`src/rtl/adder.sv`:
```
// n-bit ripple-carry adder: combinational sum/carry-out, plus a registered copy
// of both with one cycle of latency and a synchronous active-high reset.
module adder #(
  parameter int n = 4
) (
  input  logic         Clock,
  input  logic         Reset,
  input  logic [n-1:0] A,
  input  logic [n-1:0] M,
  output logic [n-1:0] Sum,
  output logic         C,
  output logic [n-1:0] SumReg,
  output logic         CReg
);

  logic [n-1:0] sum_reg;
  logic         c_reg;

  // One full-adder stage per bit.
  // Each stage owns its own carry net, so the chain has no self-dependent vector.
  for (genvar gi = 0; gi < n; gi++) begin : g_stage
    logic c_in;
    logic c_out;

    if (gi == 0) begin : g_first
      assign c_in = 1'b0;
    end else begin : g_rest
      assign c_in = g_stage[gi-1].c_out;
    end

    assign Sum[gi] = A[gi] ^ M[gi] ^ c_in;
    assign c_out   = (A[gi] & M[gi]) | (c_in & (A[gi] ^ M[gi]));
  end

  assign C = g_stage[n-1].c_out;

  // Reset has priority over loading; the combinational outputs ignore it.
  always_ff @(posedge Clock) begin
    if (Reset) begin
      sum_reg <= '0;
      c_reg   <= 1'b0;
    end else begin
      sum_reg <= Sum;
      c_reg   <= C;
    end
  end

  assign SumReg = sum_reg;
  assign CReg   = c_reg;

endmodule

```
`config.mk`:
```
export PLATFORM = sky130hd
export DESIGN_NAME = adder
export DESIGN_NICKNAME = d
export VERILOG_FILES = /design/src/rtl/adder.sv
export SDC_FILE = /design/constraint.sdc
export NUM_CORES = 1
export LEC_CHECK = 0
export ABC_AREA = 1
export CORE_AREA = 2 2 39 41
export DETAILED_ROUTE_END_ITERATION = 8
export DIE_AREA = 0 0 41 43
export DONT_BUFFER_PORTS = 1
export PLACE_DENSITY_LB_ADDON = 0.15
export SLEW_MARGIN = 20
export SYNTH_ARGS = -nofsm -noshare
export SYNTH_HDL_FRONTEND = slang
export SYNTH_SLANG_ARGS = --single-unit
```
`constraint.sdc`:
```
create_clock -name Clock -period 2.1 [get_ports Clock]
set_clock_uncertainty 0.2 [all_clocks]
set_input_delay 0.42 -clock Clock [delete_from_list [all_inputs] [get_ports Clock]]
set_output_delay 0.42 -clock Clock [all_outputs]
set_load 0.01 [all_outputs]
```
After elaboration in Yosys (flattened, before gate mapping)

Index checks and enable logic that the tools add are counted.

Bitwise logic cells: 17

Operators with widths:

| cell        | count |
|---|---|
| $and 1x1->1 | 7 |
| $xor 1x1->1 | 7 |
| $or 1x1->1  | 3 |

Register bits after elaboration: 5
Input bits: 10
Output and inout bits: 10
Word-level logic and storage cells: 19

Longest topological paths before layout

Gate-level depths: netlist of the first run.

Word-level depth: 7
Mapped depth: 8

Worst setup path before layout of the first run

No wires, ideal clock.

Path kind: input -> output
From: input A[0]
To: output Sum[3]
Arrival time: 1.761 ns
Slack: -0.281 ns
Stages: 8
Cell sequence: ha_1 > inv_1 > fa_1 > inv_1 > fa_1 > inv_1 > fa_1 > inv_1

Cells in the longest elaborated chain, start to end: 6

RTL lines:

| what                      | RTL line | text |
|---|---|---|
| start: declaration        | 8        | `input logic [n-1:0] A,` |
| $and 1x1->1 (2 in series) | 32       | `assign c_out = (A[gi] & M[gi]) \| (c_in & (A[gi] ^ M[gi]));` |
| $or 1x1->1                | 32       |  |
| $and 1x1->1               | 32       |  |
| $or 1x1->1                | 32       |  |
| $xor 1x1->1               | 31       | `assign Sum[gi] = A[gi] ^ M[gi] ^ c_in;` |
| end: declaration          | 10       | `output logic [n-1:0] Sum,` |

No other way between the ends.

Final worst setup path of the first run

Same ends and word-level chain as after synthesis.

==> flow_metrics.tcl, run 1 <==
set metrics [dict create \
    synthFlopType "dfxtp_1" \
    antenna_found_initial 0 \
    drt_iter0_drc 0 \
    clkPwrFrac_pct 39.0 \
    maxCapViolations 0 \
    syn_to_final_growth_pct 34.4 \
    drc_errors 0 \
    gp_congestion 0.608 \
    clkSinkCount 5 \
    p_total_uw 276 \
    outcome "finished with violations" \
    comb_power_share_pct 19.9 \
    relSlewSlack_pct 92.5 \
    synth_async_sr_flop_share_pct 0 \
    tritoncts "yes" \
    synth.yosys.warnings 0 \
    synth_top_area_share_pct 42.3 \
    route.vias.total 166 \
    start_kind "primary input" \
    grt_pass1_vias 175 \
    row_count 14 \
    die_w_um 41 \
    core_um2 1380 \
    p_seq_share_pct 41.1 \
    grt-busiest-layer "met4" \
    max-clock-path-buffers 2 \
    start_util_pct 17.1 \
    yosys.area.top_type "dfxtp_1" \
    p_sw_uw 73.6 \
    hold_path_class "primary input to flip-flop" \
    hold_end "CReg" \
    grt.total_usage_pct 6.43 \
    hp-start "Reset" \
    grtUsageMet3_pct 1.05 \
    io_buffers 0 \
    grt_pass1_wl_um 676 \
    p_sw_share_pct 26.7 \
    design_area_um2 318 \
    crit_arrival_ps 1740 \
    cts-root-buf "clkbuf_4" \
    worst_ep_required_time_ps 1480 \
    layout_min_cycle_time_ps 2360 \
    whs_path_depth 1 \
    path_class "primary input to primary output" \
    ir_drop_uv 112 \
    timing.final.hold_violations 0 \
    ant_nets 0 \
    use_met1_pct 6.13 \
    max_freq_mhz 423 \
    htree_levels 1 \
    fin_nets 47 \
    die_y_um 43 \
    wirelength_um 461 \
    grt_max_degree 6 \
    post-route-period-util_pct 112 \
    drive_above_1_share_pct 43.8 \
    synthDistinctLibCells 5 \
    die-area_um2 1760 \
    synth_common_cells "12 x inv_1, 5 x dfxtp_1, 5 x nor2_1" \
    path_clk_slew_ps 40 \
    overflow 0 \
    yosys_register_bits 5 \
    cts_buffers 3 \
    dp_slack_ps -278 \
    syn-num-nets 40 \
    dpl-instance-area_um2 284 \
    rsz0062_at_grt "true" \
    setup_viol 2 \
    netlist_area_um2 236 \
    netlist_instances 26 \
    post-route-util_pct 23.0 \
    violations "setup timing" \
    cp_max_fo 2 \
    worst_setup_path_end_kind "primary output" \
    ys_top_cells_by_area "dfxtp_1 42%, fa_1 25%, inv_1 19%" \
    powerDensity_nw_per_um2 867 \
    pin_count 20 \
    wire_per_inst_um 9.60 \
    worstMarginPinSlew_ps 113 \
    fin_ws_ps -262 \
    firstDrtPassIters 1 \
    avgSynthCellArea_um2 9.10 \
    antennaDiodeCount 0 \
    ys_seq_area_share_pct 42.3 \
    synth.most_common_cell "inv_1" \
    p_leak_nw 0.160 \
    via_per_inst 3.46 \
    internal_power_uw 202 \
    maxSlewViolCount 0 \
    synth_edf_count 0 \
    met2_usage_pct 8.75 \
]
-- cells by family after synthesis --
family	Yosys count	share of synthesized area [%]
buf+inv	12	19.0
flops	5	42.3
simple gates	5	7.94
fa+ha+maj	4	30.7
-- cells in the final DEF (no fill, tap or decap) --
| cell type | count |
|---|---|
| clkbuf_4 | 3 |
| ha_4 | 1 |
| fa_2 | 3 |
| inv_1 | 7 |
| dfxtp_1 | 5 |
| inv_2 | 5 |
| clkbuf_1 | 1 |
| buf_4 | 2 |
| nor2_1 | 5 |
-- power by group through the flow --
stage | Clock [mW] | Sequential (mW) | Combinational [mW]
after floorplan | 0 | 0.114 | 0.0428
after global placement | 0 | 0.115 | 0.0524
after detailed placement | 0 | 0.115 | 0.0551
after CTS | 0.114 | 0.114 | 0.0577
after global routing | 0.118 | 0.114 | 0.0635
final | 0.107 | 0.113 | 0.0548
-- worst max path at each step --
stage,start,endpoint,slack (ps),cells after the start
global route,A[0],Sum[3],-330,8
finish,A[0],Sum[3],-260,8
detailed placement,A[0],Sum[3],-280,8
floorplan,A[0],Sum[3],-230,8
CTS,A[0],Sum[3],-280,8
global placement,A[0],Sum[3],-270,8
-- timing repair --
action / CTS / global route
gates resized for setup: 0 / 0
buffers inserted: 1 / 0
hold buffers: 0 / 0
endpoints found under the setup margin: 2 / 2
cloned: 0 / 0
-- stage by stage --
| step | std cells | setup TNS [ps] | hold WS [ps] |
|---|---|---|---|
| 6_report | 48 | -366 | 43.5 |
| 2_1_floorplan | 26 | -295 | 287 |
| 3_3_place_gp | 43 | -370 | 293 |
| 4_1_cts | 48 | -394 | 32.2 |
| 5_1_grt | 48 | -497 | 34.5 |
| 3_5_place_dp | 43 | -396 | 290 |
-- sequential cells by signal, indices dropped and copies added (netlist names) --
| signal | flops |
|---|---|
| SumReg | 4 |
| CReg | 1 |
-- critical path: stages --
cell and delay [ps]:
ha_4 110, inv_2 30, fa_2 320, inv_2 60
fa_2 180, inv_2 40, fa_2 540, inv_2 50
-- routing by layer --
layer | part of all wire (%) | wire length (µm)
met1 | 30 | 138
met2 | 57 | 264
met3 | 11 | 49
met4 | 2.0 | 9
met5 | 0 | 0
-- cell type report --
cell class	instances	area, µm²
clock buffers	4	26.3
fillers	164	1070
inverters	12	45.0
multi-input cells	9	111
flip-flops and latches	5	100
well taps	16	20.0
repair buffers	2	15.0
Power figures use the tool's default switching activity.
==> run 2, diff against run 1 <==
Settings changed: TNS_END_PERCENT set to 10.
==> flow_metrics.tcl, run 2 (synthesized netlist as in run 1, its figures left out) <==
set metrics [dict create \
    cts_hold_buf 0 \
    cts_setup_buffers 0 \
    antenna_found_initial 0 \
    final.setup.tns_ps -412 \
    gp_congestion 0.608 \
    comb_power_share_pct 18.6 \
    grt.total_usage_pct 5.43 \
    worst_ep_required_time_ps 1480 \
    grt_pass1_wl_um 572 \
    grt_pass1_vias 158 \
    cp_max_fo 2 \
    post-route-period-util_pct 112 \
    dp_slack_ps -345 \
    via_per_inst 3.21 \
    p_leak_nw 0.156 \
    htree_levels 1 \
    internal_power_uw 199 \
    p_total_uw 272 \
    hold_end "SumReg[1]" \
    relSlewSlack_pct 92.5 \
    max_freq_mhz 425 \
    slowest_delay_ps 520 \
    wirelength_um 419 \
    layout_commonest_cell "inv_1" \
    overflow 0 \
    layout_common_cells "7 x inv_1, 5 x dfxtp_1, 5 x inv_2, 5 x nor2_1, 3 x clkbuf_4" \
    layout_min_cycle_time_ps 2350 \
    path_clk_slew_ps 40 \
    seq_area_um2 100 \
    worstMarginPinSlew_ps 113 \
    p_sw_share_pct 26.8 \
    wire_per_inst_um 8.91 \
    maxCapViolations 0 \
    largest_reg_flops 4 \
    max-clock-path-buffers 2 \
    maxSlewViolCount 0 \
    drc_errors 0 \
    powerDensity_nw_per_um2 883 \
    dp_hpwl_um 368 \
    p_seq_share_pct 41.7 \
    grt_max_degree 6 \
    pin_count 20 \
    tritoncts "yes" \
    drt_iter0_drc 0 \
    fin_ws_ps -251 \
    hp-start "Reset" \
    cts_buffers 3 \
    worst_setup_path_end_kind "primary output" \
    crit_slowest_cell "fa_1" \
    clkSinkCount 5 \
    post-route-util_pct 22.2 \
    antennaDiodeCount 0 \
    routed.top_layer "met3" \
    post-place-cells 43 \
    ir_drop_uv 100 \
    multiInputGateArea_um2 109 \
    path_class "primary input to primary output" \
    cpMostUsedCell "inv_2" \
    n_fill_cell 162 \
    dr_wl_met3_um 47 \
    clkPwrFrac_pct 39.7 \
    routed-wl-met2_um 206 \
    stdcell_count 47 \
    crit_arrival_ps 1730 \
    die_y_um 43 \
    die_w_um 41 \
    start_kind "primary input" \
    timing.final.hold_violations 0 \
    core_um2 1380 \
    fin_nets 46 \
    wl_met1_um 165 \
    firstDrtPassIters 1 \
    cts-root-buf "clkbuf_4" \
    p_sw_uw 72.7 \
    row_count 14 \
    rsz0062_at_grt "true" \
    start_util_pct 17.1 \
    drive_above_1_share_pct 38.7 \
    syn_to_final_growth_pct 30.2 \
    outcome "finished with violations" \
    hold_path_class "primary input to flip-flop" \
    setup_viol 2 \
    io_buffers 0 \
    path_cells "ha_4, inv_2, fa_2, inv_2, fa_2, inv_2, fa_1, inv_2" \
    route.vias.total 151 \
    whs_path_depth 1 \
    die-area_um2 1760 \
    ant_nets 0 \
    violations "setup timing" \
]
## run 2: critical path: cells and delay by family
kind / cells / cell delay [ps]
buffers and inverters: 4 / 190
adders and majority gates: 4 / 1130
## run 2: what timing repair did
| action | in CTS | in global routing |
|---|---|---|
| hold endpoints to repair | 0 | 0 |
| pin swaps | 3 | 4 |
| gates resized for setup | 8 | 0 |
| endpoints found under the setup margin | 3 | 2 |
## run 2: layer usage
layer | vias up | GRT usage (%)
met5 | - | 0
met4 | 0 | 10.0
met3 | 0 | 2.09
met2 | 10 | 5.63
met1 | 65 | 5.50
li1 | 76 | -
## run 2: area by class of cell
cell class | instances | share of cell area (%)
tap | 16 | 6.50
inverter | 12 | 14.6
multi-input combinational | 9 | 35.4
sequential | 5 | 32.5
clock buffer | 4 | 8.54
timing repair buffer | 1 | 2.44
## run 2: through the flow
stage,hold WS [ps],area (µm²)
final,44.1,308
after detailed placement,291,264
after global placement,293,264
after CTS,36.9,308
after global routing,36.0,308
after floorplan,287,236
## run 2: how the worst max path moves through the flow
stage	startpoint	end	slack, ps
after floorplan	A[0]	Sum[3]	-270
after global placement	A[0]	Sum[3]	-340
final	M[0]	Sum[3]	-250
after detailed placement	A[0]	Sum[3]	-350
after global routing	M[0]	Sum[3]	-320
after CTS	A[0]	Sum[3]	-320
## run 2: power by group through the flow
stage	sequential [mW]	clock, mW	combinational (mW)
detailed placement	0.115	0	0.0461
finish	0.113	0.108	0.0506
CTS	0.113	0.113	0.0528
floorplan	0.114	0	0.0363
global route	0.115	0.119	0.0577
global placement	0.115	0	0.0456
